==> src/rtl/bus_arb_pkg.sv <==
// Shared sizing helpers and types for the bus host arbiter.
package bus_arb_pkg;

   // Width of a host index; a single host still needs one bit.
   function automatic int host_id_w(input int n);
      return (n > 1) ? $clog2(n) : 1;
   endfunction

   // Width of an occupancy counter that must reach 'depth' itself.
   function automatic int cnt_w(input int depth);
      return $clog2(depth + 1);
   endfunction

   localparam int NrHostsDflt = 2;
   localparam int HostIdW     = host_id_w(NrHostsDflt);

   typedef logic [HostIdW-1:0] host_id_t;

endpackage

==> src/rtl/bus_arb_id_fifo.sv <==
// In-order FIFO of granted host IDs; head names the owner of the next response.
module bus_arb_id_fifo
   import bus_arb_pkg::*;
#(
   parameter int Depth = 2,
   parameter int Width = 1
) (
   input  logic                          clk_i,
   input  logic                          rst_ni,
   input  logic                          push_i,
   input  logic [Width-1:0]              data_i,
   input  logic                          pop_i,
   output logic                          full_o,
   output logic                          empty_o,
   output logic [Width-1:0]              head_o,
   output logic [cnt_w(Depth)-1:0]       count_o
);

   localparam int PtrW = (Depth > 1) ? $clog2(Depth) : 1;
   localparam int CntW = cnt_w(Depth);

   logic [Width-1:0] mem_q [Depth];
   logic [PtrW-1:0]  wr_ptr_q, wr_ptr_d;
   logic [PtrW-1:0]  rd_ptr_q, rd_ptr_d;
   logic [CntW-1:0]  count_q, count_d;
   logic             push_ok, pop_ok;

   function automatic logic [PtrW-1:0] ptr_inc(input logic [PtrW-1:0] p);
      return (p == PtrW'(Depth - 1)) ? '0 : p + PtrW'(1);
   endfunction

   assign full_o  = (count_q == CntW'(Depth));
   assign empty_o = (count_q == '0);
   assign head_o  = mem_q[rd_ptr_q];
   assign count_o = count_q;

   // Pointer and occupancy update; overflow pushes and underflow pops are dropped.
   always_comb begin
      push_ok  = push_i & ~full_o;
      pop_ok   = pop_i & ~empty_o;
      wr_ptr_d = wr_ptr_q;
      rd_ptr_d = rd_ptr_q;
      count_d  = count_q;
      if (push_ok) wr_ptr_d = ptr_inc(wr_ptr_q);
      if (pop_ok)  rd_ptr_d = ptr_inc(rd_ptr_q);
      if (push_ok && !pop_ok)      count_d = count_q + CntW'(1);
      else if (pop_ok && !push_ok) count_d = count_q - CntW'(1);
   end

   // Pointer, counter and storage registers.
   always_ff @(posedge clk_i or negedge rst_ni) begin
      if (!rst_ni) begin
         wr_ptr_q <= '0;
         rd_ptr_q <= '0;
         count_q  <= '0;
         for (int i = 0; i < Depth; i++) mem_q[i] <= '0;
      end else begin
         wr_ptr_q <= wr_ptr_d;
         rd_ptr_q <= rd_ptr_d;
         count_q  <= count_d;
         if (push_ok) mem_q[wr_ptr_q] <= data_i;
      end
   end

endmodule

==> src/rtl/bus_host_arbiter.sv <==
// Round-robin arbiter sharing one device bus port between several hosts,
// with in-order routing of responses back to the issuing host.
module bus_host_arbiter
   import bus_arb_pkg::*;
#(
   parameter int NrHosts        = 2,
   parameter int DataWidth      = 32,
   parameter int AddressWidth   = 32,
   parameter int MaxOutstanding = 2
) (
   input  logic                                   clk_i,
   input  logic                                   rst_ni,
   input  logic [NrHosts-1:0]                     host_req_i,
   output logic [NrHosts-1:0]                     host_gnt_o,
   input  logic [NrHosts-1:0][AddressWidth-1:0]   host_addr_i,
   input  logic [NrHosts-1:0]                     host_we_i,
   input  logic [NrHosts-1:0][DataWidth/8-1:0]    host_be_i,
   input  logic [NrHosts-1:0][DataWidth-1:0]      host_wdata_i,
   output logic [NrHosts-1:0]                     host_rvalid_o,
   output logic [NrHosts-1:0][DataWidth-1:0]      host_rdata_o,
   output logic [NrHosts-1:0]                     host_err_o,
   output logic                                   out_req_o,
   input  logic                                   out_gnt_i,
   output logic [AddressWidth-1:0]                out_addr_o,
   output logic                                   out_we_o,
   output logic [DataWidth/8-1:0]                 out_be_o,
   output logic [DataWidth-1:0]                   out_wdata_o,
   input  logic                                   out_rvalid_i,
   input  logic [DataWidth-1:0]                   out_rdata_i,
   input  logic                                   out_err_i
);

   localparam int IdW  = host_id_w(NrHosts);
   localparam int CntW = cnt_w(MaxOutstanding);

   logic [IdW-1:0]  rr_ptr_q, rr_ptr_d;
   logic            lock_q, lock_d;
   logic [IdW-1:0]  lock_id_q, lock_id_d;
   logic [IdW-1:0]  winner;
   logic            req_ok, grant, rsp_pop;
   logic            fifo_full, fifo_empty;
   logic [IdW-1:0]  fifo_head;
   logic [CntW-1:0] fifo_count;

   // First requester at or after ptr, wrapping; scanning downward lets the
   // nearest requester overwrite farther ones.
   function automatic logic [IdW-1:0] find_first(input logic [NrHosts-1:0] req,
                                                 input logic [IdW-1:0]     ptr);
      int             idx;
      logic [IdW-1:0] sel;
      find_first = ptr;
      for (int i = NrHosts - 1; i >= 0; i--) begin
         idx = int'(ptr) + i;
         if (idx >= NrHosts) idx = idx - NrHosts;
         sel = IdW'(idx);
         if (req[sel]) find_first = sel;
      end
   endfunction

   // Winner selection: a locked winner is held, otherwise round-robin.
   // Nothing is offered while the ID FIFO is full, even if it pops this cycle.
   always_comb begin
      winner = lock_q ? lock_id_q : find_first(host_req_i, rr_ptr_q);
      req_ok = rst_ni & (lock_q | (|host_req_i)) & ~fifo_full;
      grant  = req_ok & out_gnt_i;
   end

   // Downstream command mux and zero-latency grant passthrough.
   always_comb begin
      out_req_o   = req_ok;
      out_addr_o  = '0;
      out_we_o    = 1'b0;
      out_be_o    = '0;
      out_wdata_o = '0;
      host_gnt_o  = '0;
      if (req_ok) begin
         out_addr_o  = host_addr_i[winner];
         out_we_o    = host_we_i[winner];
         out_be_o    = host_be_i[winner];
         out_wdata_o = host_wdata_i[winner];
      end
      if (grant) host_gnt_o[winner] = 1'b1;
   end

   // Pointer advances past the granted host; an unanswered offer locks the winner.
   always_comb begin
      rr_ptr_d  = rr_ptr_q;
      lock_d    = lock_q;
      lock_id_d = lock_id_q;
      if (grant) begin
         rr_ptr_d = (winner == IdW'(NrHosts - 1)) ? '0 : winner + IdW'(1);
         lock_d   = 1'b0;
      end else if (req_ok) begin
         lock_d    = 1'b1;
         lock_id_d = winner;
      end
   end

   // Arbitration state registers.
   always_ff @(posedge clk_i or negedge rst_ni) begin
      if (!rst_ni) begin
         rr_ptr_q  <= '0;
         lock_q    <= 1'b0;
         lock_id_q <= '0;
      end else begin
         rr_ptr_q  <= rr_ptr_d;
         lock_q    <= lock_d;
         lock_id_q <= lock_id_d;
      end
   end

   bus_arb_id_fifo #(
      .Depth (MaxOutstanding),
      .Width (IdW)
   ) u_id_fifo (
      .clk_i   (clk_i),
      .rst_ni  (rst_ni),
      .push_i  (grant),
      .data_i  (winner),
      .pop_i   (rsp_pop),
      .full_o  (fifo_full),
      .empty_o (fifo_empty),
      .head_o  (fifo_head),
      .count_o (fifo_count)
   );

   // Response demux: rvalid goes to the FIFO head, data and error are broadcast.
   // A response with nothing outstanding is routed nowhere.
   always_comb begin
      rsp_pop       = rst_ni & out_rvalid_i & ~fifo_empty;
      host_rvalid_o = '0;
      if (rsp_pop) host_rvalid_o[fifo_head] = 1'b1;
      for (int i = 0; i < NrHosts; i++) begin
         host_rdata_o[i] = rst_ni ? out_rdata_i : '0;
         host_err_o[i]   = rst_ni & out_err_i;
      end
   end

   // Protocol checks on the host and device sides.
   always @(posedge clk_i) begin
      if (rst_ni) begin
         assert (!(out_rvalid_i && fifo_empty))
            else $warning("bus_host_arbiter: response with no transaction outstanding");
         assert (!(lock_q && !host_req_i[lock_id_q]))
            else $error("bus_host_arbiter: locked host withdrew its request");
         assert (fifo_empty == (fifo_count == '0))
            else $error("bus_host_arbiter: id fifo occupancy inconsistent");
      end
   end

endmodule
==> config.mk <==
export PLATFORM = sky130hd
export DESIGN_NAME = bus_host_arbiter
export DESIGN_NICKNAME = d
export VERILOG_FILES = /design/src/rtl/bus_arb_pkg.sv /design/src/rtl/bus_arb_id_fifo.sv /design/src/rtl/bus_host_arbiter.sv
export SDC_FILE = /design/constraint.sdc
export NUM_CORES = 1
export LEC_CHECK = 0
export BUFFER_PORTS_ARGS = -buffer_cell sky130_fd_sc_hd__buf_2
export CORE_AREA = 2 2 122 124
export DETAILED_ROUTE_END_ITERATION = 10
export DIE_AREA = 0 0 124 126
export PLACE_DENSITY = 0.52
export SKIP_LAST_GASP = 1
export SYNTH_ARGS = -nofsm -noshare
export SYNTH_HDL_FRONTEND = slang
export SYNTH_SLANG_ARGS = --single-unit
==> constraint.sdc <==
create_clock -name clk_i -period 4.4 [get_ports clk_i]
set_clock_uncertainty 0.2 [all_clocks]
set_input_delay 0.22 -clock clk_i [delete_from_list [all_inputs] [get_ports clk_i]]
set_output_delay 0.22 -clock clk_i [all_outputs]
set_load 0.05 [all_outputs]
======== Yosys cells after proc, flatten, opt, wreduce, memory -nomap -nowiden ========
Cells that the tools add are included.
storage, ports and cells
  input port bits ......................... 177
  logic and storage cells ................. 95
  flip-flop bits (word level) ............. 9
operators by class
  eq/ne operators ......................... 1
  add/subtract/negate cells ............... 8
  reduce and logical (&&, ||, !) cells .... 12
  multiplexer cells ....................... 41
  order comparisons ....................... 11
  bitwise operators ....................... 14
operators with widths
  cell                 count
  $mux 32              7
  $mux 1               23
  $mux 4               3
  $and 1x1->1          8
  $lt 1x2->1 const B   4
  $mux 2               4
  $ge 2x2->1 const B   3
  $logic_and 1x1->1    5
  $not 1->2            2
  $reduce_bool 2->1    2
  $add 1x1->1 const B  3
  $demux 1 s1          3
  $not 1->1            3
  $add 1x1->2 const B  1
  $add 2x1->2 const B  1
  $bwmux 2             1
  $eq 2x2->1 const B   1
  $ge 1x1->1 const B   2
  $ge 1x2->1 const B   1
  $logic_not 1->1      2
  $logic_not 2->1      1
  $lt 2x1->1 const B   1
  $reduce_and 2->1     1
  $reduce_or 2->1      1
  other kinds (3)      4

======== Longest topological paths before layout ========
Gate-level depths: netlist of the first run.
  word-level depth ........................ 13
  depth in mapped cells ................... 9
  mapped depth without buffers ............ 9

======== Cells and area by module ========
From an unflattened synthesis of the first run, not the netlist that was laid out.
unflattened totals
  cell total of the unflattened synthesis .. 365
  area, all modules ....................... 2189.6 µm²
modules (own cells, without submodules)
  module            cells each  area an instance (µm²)  instances
  bus_host_arbiter  342         1905.6                  1
  bus_arb_id_fifo   23          284.0                   1

======== Worst setup path before layout of the first run ========
No wires, ideal clock.
  kind .................................... reg2out
  from .................................... register u_id_fifo.count_q[1], in the netlist u_id_fifo.count_o[1]
  to ...................................... output port out_addr_o[0]
  buffers on the path ..................... 2
  path slack .............................. 1989 ps
  cell stages (with the launch flop) ...... 6
  data arrival time ....................... 1991 ps
  path through ............................ dfrtp_1 -> nor2b_1 -> or3_4 -> buf_6 -> clkbuf_1 -> a21oi_1
on the way
  word-level cells in the longest chain between the ends .. 4
RTL lines
  element                 RTL line                source
  from (decl)             bus_arb_id_fifo.sv:25   logic [CntW-1:0] count_q, count_d;
  from (signal assigned)  bus_arb_id_fifo.sv:60   count_q <= count_d;
  $eq 2x2->1              bus_arb_id_fifo.sv:32   assign full_o = (count_q == CntW'(Depth));
  $not 1->1               bus_host_arbiter.sv:64  req_ok = rst_ni & (lock_q | (|host_req_i)) & ~fifo_full;
  $and 1x1->1             bus_host_arbiter.sv:64
  $mux 32                 bus_host_arbiter.sv:76  if (req_ok) begin
  to (decl)               bus_host_arbiter.sv:24  output logic [AddressWidth-1:0] out_addr_o,
No other way between the ends.

======== Final worst setup path of the first run ========
  from .................................... input port rst_ni
  to ...................................... output port host_gnt_o[1]
on the way
  word-level cells in the longest chain between the ends .. 4
RTL lines
  element                    RTL line                source
  from (decl)                bus_host_arbiter.sv:12  input logic rst_ni,
  $and 1x1->1 (2 in series)  bus_host_arbiter.sv:64
  $and 1x1->1                bus_host_arbiter.sv:65  grant = req_ok & out_gnt_i;
  $mux 2                     bus_host_arbiter.sv:82  if (grant) host_gnt_o[winner] = 1'b1;
  to (decl)                  bus_host_arbiter.sv:14  output logic [NrHosts-1:0] host_gnt_o,
No other way between the ends.

==> results of run 1 <==
## worst min path at each step
stage	startpoint	to	slack, ns	cells after the start
final	out_gnt_i	lock_id_q	0.05	2
after global routing	out_gnt_i	lock_id_q	0.07	2
after CTS	out_gnt_i	lock_id_q	0.05	2
after detailed placement	rst_ni	u_id_fifo.mem_q[0]	0.06	1
after global placement	rst_ni	u_id_fifo.rd_ptr_q	0.06	1
after floorplan	rst_ni	lock_id_q	-0.28	0
## registers in the layout, summed over array words and instances, names as in the netlist
| name | count |
|---|---|
| rr_ptr_q | 1 |
| u_id_fifo.count_o | 2 |
| u_id_fifo.mem_q | 2 |
| lock_q | 1 |
| u_id_fifo.rd_ptr_q | 1 |
| lock_id_q | 1 |
| u_id_fifo.wr_ptr_q | 1 |
## power breakdown
part | internal, mW | total, mW | leakage, nW | switching, mW
clock network | 0.121 | 0.162 | 0.0382 | 0.0411
logic | 0.463 | 1.91 | 1.93 | 1.45
registers | 0.126 | 0.163 | 0.107 | 0.0372
total | 0.710 | 2.24 | 2.08 | 1.53
## worst reg2reg max path: cells and delay by family, from the launching register on
kind | cells | cell delay [ns]
DFF | 1 | 0.42
buffers and inverters | 2 | 0.27
xor gates and xnor gates | 1 | 0.15
adders and majority gates | 1 | 0.31
and+or+nand+nor | 4 | 1.17
## Yosys cell counts (all sizes together)
cell type | count | area, sq um
or3 | 1 | 11.26
clkbuf | 37 | 138.9
mux2i | 1 | 10.01
nand2b | 1 | 6.260
nor2b | 3 | 18.77
buf | 36 | 269.0
o31ai | 1 | 7.510
a21oi | 69 | 345.3
o21ai | 72 | 360.4
a41oi | 1 | 8.760
inv | 3 | 11.26
dfrtp | 9 | 225.2
nand2 | 3 | 11.26
xor2 | 2 | 17.52
o211ai | 2 | 20.02
ha | 1 | 12.51
clkinv | 1 | 5.000
a31oi | 1 | 6.260
mux2 | 2 | 22.52
nand3 | 69 | 345.3
o211a | 1 | 10.01
nor3b | 1 | 12.51
nor2 | 5 | 18.77
xnor2 | 3 | 26.28
nor3 | 1 | 5.000
and2 | 34 | 212.7
## kinds of logic (layout without fill, tap and decap cells)
logic type	count (synthesis)	in the layout
multiplexers	3	3
AO/OA/AOI/OAI	147	147
XOR/XNOR	5	5
buffers and inverters	77	328
AND/OR/NAND/NOR	118	118
flip-flops	9	9
adder cells (fa/ha/maj)	1	1
## cell type report
cell class                      instances  area share
Clock buffer                            4     0.02143
Inverter                                4    0.004422
Multi-Input combinational cell        274      0.4082
Sequential cell                         9     0.06122
Tap cell                              184     0.06259
Timing Repair Buffer                  320      0.4422
## per-stage QoR
| stage | setup slack (ns) | utilization | power, mW | hold slack (ns) | std cells |
|---|---|---|---|---|---|
| after global placement | 1.599 | 0.2508 | 2.090 | 0.05714 | 790 |
| after detailed placement | 1.617 | 0.2508 | 2.076 | 0.06310 | 790 |
| after CTS | 1.148 | 0.2570 | 2.250 | 0.05232 | 795 |
| final | 1.190 | 0.2570 | 2.237 | 0.05474 | 795 |
| after global routing | 0.9458 | 0.2570 | 2.395 | 0.07436 | 795 |
| after floorplan | 1.989 | - | 1.640 | -0.2756 | 360 |
## layer usage
metal  GRT usage  vias to the layer above
met3     0.01993                        2
li1            -                     1744
met5           0                        -
met4     0.01190                        0
met2      0.2224                      160
met1      0.1773                     1621
==> reports/metrics.csv, run 1 <==
metric,value,unit
syn_nets,538,
Routed wire per std cell,14.15,um
R2R setup slack,1.80,ns
crit share post-route,0.7296,
launch point of the critical path,rst_ni,
drt total wl,11250,um
CTS tree,done,
initial antenna violation count,0,
Worst Setup Start Kind,input port,
register area,225.2,sq um
"commonest non-fill, non-tap cell in the layout",buf_2,
family with the most delay on the worst path,buffers and inverters,
Ant. Diodes,0,
post-CTS setup buffer count,0,
Fillers,1667,
xor-xnor portion of the synthesized cell area,0.02048,
post-route cell area,0.003679,sq mm
Unique masters post-synth,31,
average size of a mapped cell,5.940,sq um
Buffers & Inverters on Critical Path,5,
drc violations,0,
"slowest stage delay, CP",0.69,ns
clock buffer depth,2,
total gr overflow,0,
Max H-tree Level,1,
crit path DAT,2.79,ns
Root Buffer,clkbuf_16,
Pre-antenna DRT Iters,4,
pwr/cell area,608.1,mW/mm^2
area share of fa/ha/maj cells after synthesis,0.005851,
mux cell area share after synthesis,0.01521,
largest net degree at the start of global routing,75,
DRT iter0 DRCs,178,
worst vdd ir,0.1760,mV
Critical R2R Launch,lock_q,
most frequent cells in the layout,"buf_2, o21ai_0, nand3_1, a21oi_1, and2_1",
Nets,790,
Most common cell on crit path,buf_2,
CP Cell Sequence,dlygate4sd3_1 > buf_2 > inv_2 > or3_4 > clkinv_2 > nand2_1 > nor2_1 > buf_2,
critical path depth,8,
worst hold path type,in2reg,
status,finished clean,
Max-Cap Viols,0,
Reg2Reg Depth,8,
R2R Path End,u_id_fifo.count_o[1],
hold buffer count at CTS,1,
post-synthesis simple-gate area fraction,0.3002,
Critical Path RT,3.98,ns
area post-placement,0.003590,sq mm
first-pass GRT wire length,16330,um
WS Path Type,in2out,
DP Wirelength,8436,um
Clock Pin Slew Worst Setup and Hold Paths,0.04,ns
full die area,0.01562,sq mm
Period minus WS final,3.210,ns
top sig layer,met4,
"Slew Viols, Final",0,
gp weighted congestion,0.8259,
layout cells sized above 1,0.5417,
post-CTS sizing,0,
met2 WL post-DR,5525,um
wl on met1,4840,um
DR vias/cell,4.436,
crit path max fanout,74,
Leak,2.077,nW
fmax,311.5,MHz
Post-Synthesis Cells,360,
final hold vios,0,
Least-Margin Pin Slew,1.214,ns
die height,126,um
clock sinks,9,
max_slew headroom,0.1879,
P&R area growth vs syn,72.03,%
CP max stage cell,or3_4,
PortBufs,316,
metal3 WL,877,um
Post-DRT Antenna Nets,0,
combinational family with the most area after synthesis,compound AO/OA/AOI/OAI gates,
crit end category,output port,
final total negative setup slack,0,ns
detailed-route via count,3527,
Ys Warns,0,
post-synthesis sequential area ratio,0.1053,
Row Count,44,
post-synthesis instance area,0.002138,sq mm
gr usage total,0.1297,
Initial Utilization,0.1494,
RSZ-0062 raised after global routing,false,
vias in the first global route,3118,
core area,0.01431,sq mm
crit path capture,host_gnt_o[1],
clk_lat worst skew,0.24,ns
CTS buffer count,3,
Final setup viols,0,
I/O pin count,317,
footprint of the multi-input gates,0.001501,sq mm
die width,124,um
post-synthesis compound-gate area fraction,0.3546,
post-synthesis register bit count,9,
No activity file was read; power rests on OpenSTA's default activity.
==> run 2, diff against run 1 <==
--- a/config.mk
+++ b/config.mk
@@ -6,9 +6,9 @@
 export NUM_CORES = 1
 export LEC_CHECK = 0
 export BUFFER_PORTS_ARGS = -buffer_cell sky130_fd_sc_hd__buf_2
-export CORE_AREA = 2 2 122 124
+export CORE_AREA = 2 2 124 126
 export DETAILED_ROUTE_END_ITERATION = 10
-export DIE_AREA = 0 0 124 126
+export DIE_AREA = 0 0 126 128
 export PLACE_DENSITY = 0.52
 export SKIP_LAST_GASP = 1
 export SYNTH_ARGS = -nofsm -noshare
==> constraint.sdc (replaced) <==
create_clock -name clk_i -period 2.65 [get_ports clk_i]
set_clock_uncertainty 0.2 [all_clocks]
set_input_delay 0.1325 -clock clk_i [delete_from_list [all_inputs] [get_ports clk_i]]
set_output_delay 0.1325 -clock clk_i [all_outputs]
set_load 0.05 [all_outputs]
==> reports/metrics.csv, run 2 (synthesized netlist as in run 1, its figures left out) <==
metric,value,unit,change
Worst Setup Start Kind,input port,,
clock buffer depth,2,,unchanged
Fillers,1693,,+1.6%
Clock Pin Slew Worst Setup and Hold Paths,0.04,ns,about the same
DRT iter0 DRCs,271,,+52%
total power,3.783,mW,+69%
combinational share of power,0.859,,+0.004
worst vdd ir,0.3287,mV,+87%
"non-filler cells, final",807,,+1.5%
I/O pin count,317,,unchanged
"Slew Viols, Final",0,,unchanged
Row Count,45,,+2.3%
Ant. Diodes,0,,unchanged
clk_lat worst skew,0.23,ns,about the same
Fin Hold WS,0.1253,ns,+0.07059 ns
WS Path Type,in2out,,
P&R area growth vs syn,76.95,%,
hold path depth,3,,+1
DP Wirelength,8306,um,-1.5%
register area,225.2,sq um,unchanged
final cell utilization of the core,0.2545,,-0.002448
Critical Path RT,2.32,ns,-1.66 ns
Initial Utilization,0.1439,,-0.005533
Max-Cap Viols,0,,unchanged
crit path max fanout,55,,-26%
Least-Margin Pin Slew,0.4916,ns,-0.7223 ns
crit path DAT,2.05,ns,-0.74 ns
Psw,2.535,mW,+66%
fmax,419.8,MHz,
core area,0.01486,sq mm,+3.8%
crit end category,output port,,
layout cells sized above 1,0.5460,,+0.004307
detailed-route via count,3522,,-0.14%
full die area,0.01613,sq mm,+3.2%
Reg2Reg Depth,9,,+1
DR vias/cell,4.364,,-1.6%
Root Buffer,clkbuf_16,,
Period minus WS final,2.382,ns,
CTS buffer count,3,,unchanged
vias in the first global route,3104,,-0.45%
Post-DRT Antenna Nets,0,,unchanged
max_slew headroom,0.6711,,+0.4832
sw frac,0.6701,,-0.01254
drt total wl,10750,um,-4.5%
PortBufs,316,,unchanged
Nets,798,,+1.0%
initial antenna violation count,0,,unchanged
total gr overflow,0,,unchanged
drc violations,0,,unchanged
die width,126,um,+1.6%
Final setup viols,0,,unchanged
sequential fraction of design power,0.072,,about the same
die height,128,um,+1.6%
largest net degree at the start of global routing,56,,-25%
pwr/cell area,999.9,mW/mm^2,+64%
crit share post-route,0.8988,,
gr usage total,0.1169,,-0.01279
worst hold path type,in2reg,,
final total negative setup slack,0,ns,unchanged
footprint of the multi-input gates,0.001501,sq mm,unchanged
most frequent cells in the layout,"buf_2, o21ai_0, nand3_1, a21oi_1, and2_1",,
gp weighted congestion,0.8039,,-2.7%
Max H-tree Level,1,,unchanged
Pre-antenna DRT Iters,7,,+3
Post-Place Cells,801,,+1.4%
Leak,2.129,nW,+2.5%
clock sinks,9,,unchanged
RSZ-0062 raised after global routing,false,,
Routed wire per std cell,13.32,um,-5.9%
clock power share,0.069,,-0.004
final hold vios,0,,unchanged
"commonest non-fill, non-tap cell in the layout",buf_2,,
CTS tree,done,,
status,finished clean,,
Int Power,1.248,mW,+76%
first-pass GRT wire length,15810,um,-3.2%
run 2: cell count changes in the layout (fill, tap and decap cells not counted), sizes merged:
cell / delta
buf: +7
dlygate4sd3: +1
run 2: area by class of cell:
type	count	share of cell area
repair buffers	328	0.4564
inverters	4	0.004299
well taps	188	0.06217
clock buffers	4	0.02083
flip-flops and latches	9	0.05952
multi-input cells	274	0.3968
run 2: final timing paths:
kind	slack [ns]	endpoint	start
worst max-delay path	0.27	out_addr_o[14]	rst_ni
worst min-delay path	0.13	u_id_fifo.rd_ptr_q	out_rvalid_i
worst max register to register	0.46	u_id_fifo.count_o[1]	u_id_fifo.count_o[1]
worst min register to register	0.28	u_id_fifo.count_o[1]	u_id_fifo.count_o[1]
max in group asynchronous	1.72	u_id_fifo.mem_q[0]	rst_ni
min in group asynchronous	0.27	rr_ptr_q	rst_ni
run 2: repair_timing:
item                      in CTS  in global routing
hold buffers                   2                  0
gates resized for setup        0                  0
hold endpoints to repair      10                  0
setup buffers                  0                  0
run 2: stage by stage:
stage / instance area (sq um) / setup slack [ns]
final: 3784 / 0.2681
after global routing: 3784 / 0.09828
after CTS: 3784 / 0.2020
after detailed placement: 3685 / 0.4571
after global placement: 3685 / 0.4633
after floorplan: 2138 / 0.3269
run 2: critical path: stages:
cell and delay, ns:
dlygate4sd3_1 0.52, buf_2 0.11, inv_2 0.04, or3_4 0.51
buf_12 0.23, a21oi_1 0.18, buf_2 0.29
run 2: per-layer routing:
layer,vias up,wire length [um],GRT usage
met3,8,686,0.01043
li1,1759,-,-
met4,0,70,0.02069
met1,1594,4742,0.1671
met5,-,0,0
met2,161,5249,0.1939
run 2: power groups by stage:
stage,sequential [mW],clock [mW],combinational [mW]
2_1_floorplan,0.256,0,2.47
3_3_place_gp,0.271,0,3.29
3_5_place_dp,0.274,0,3.27
4_1_cts,0.273,0.270,3.28
5_1_grt,0.285,0.275,3.49
6_report,0.272,0.262,3.25
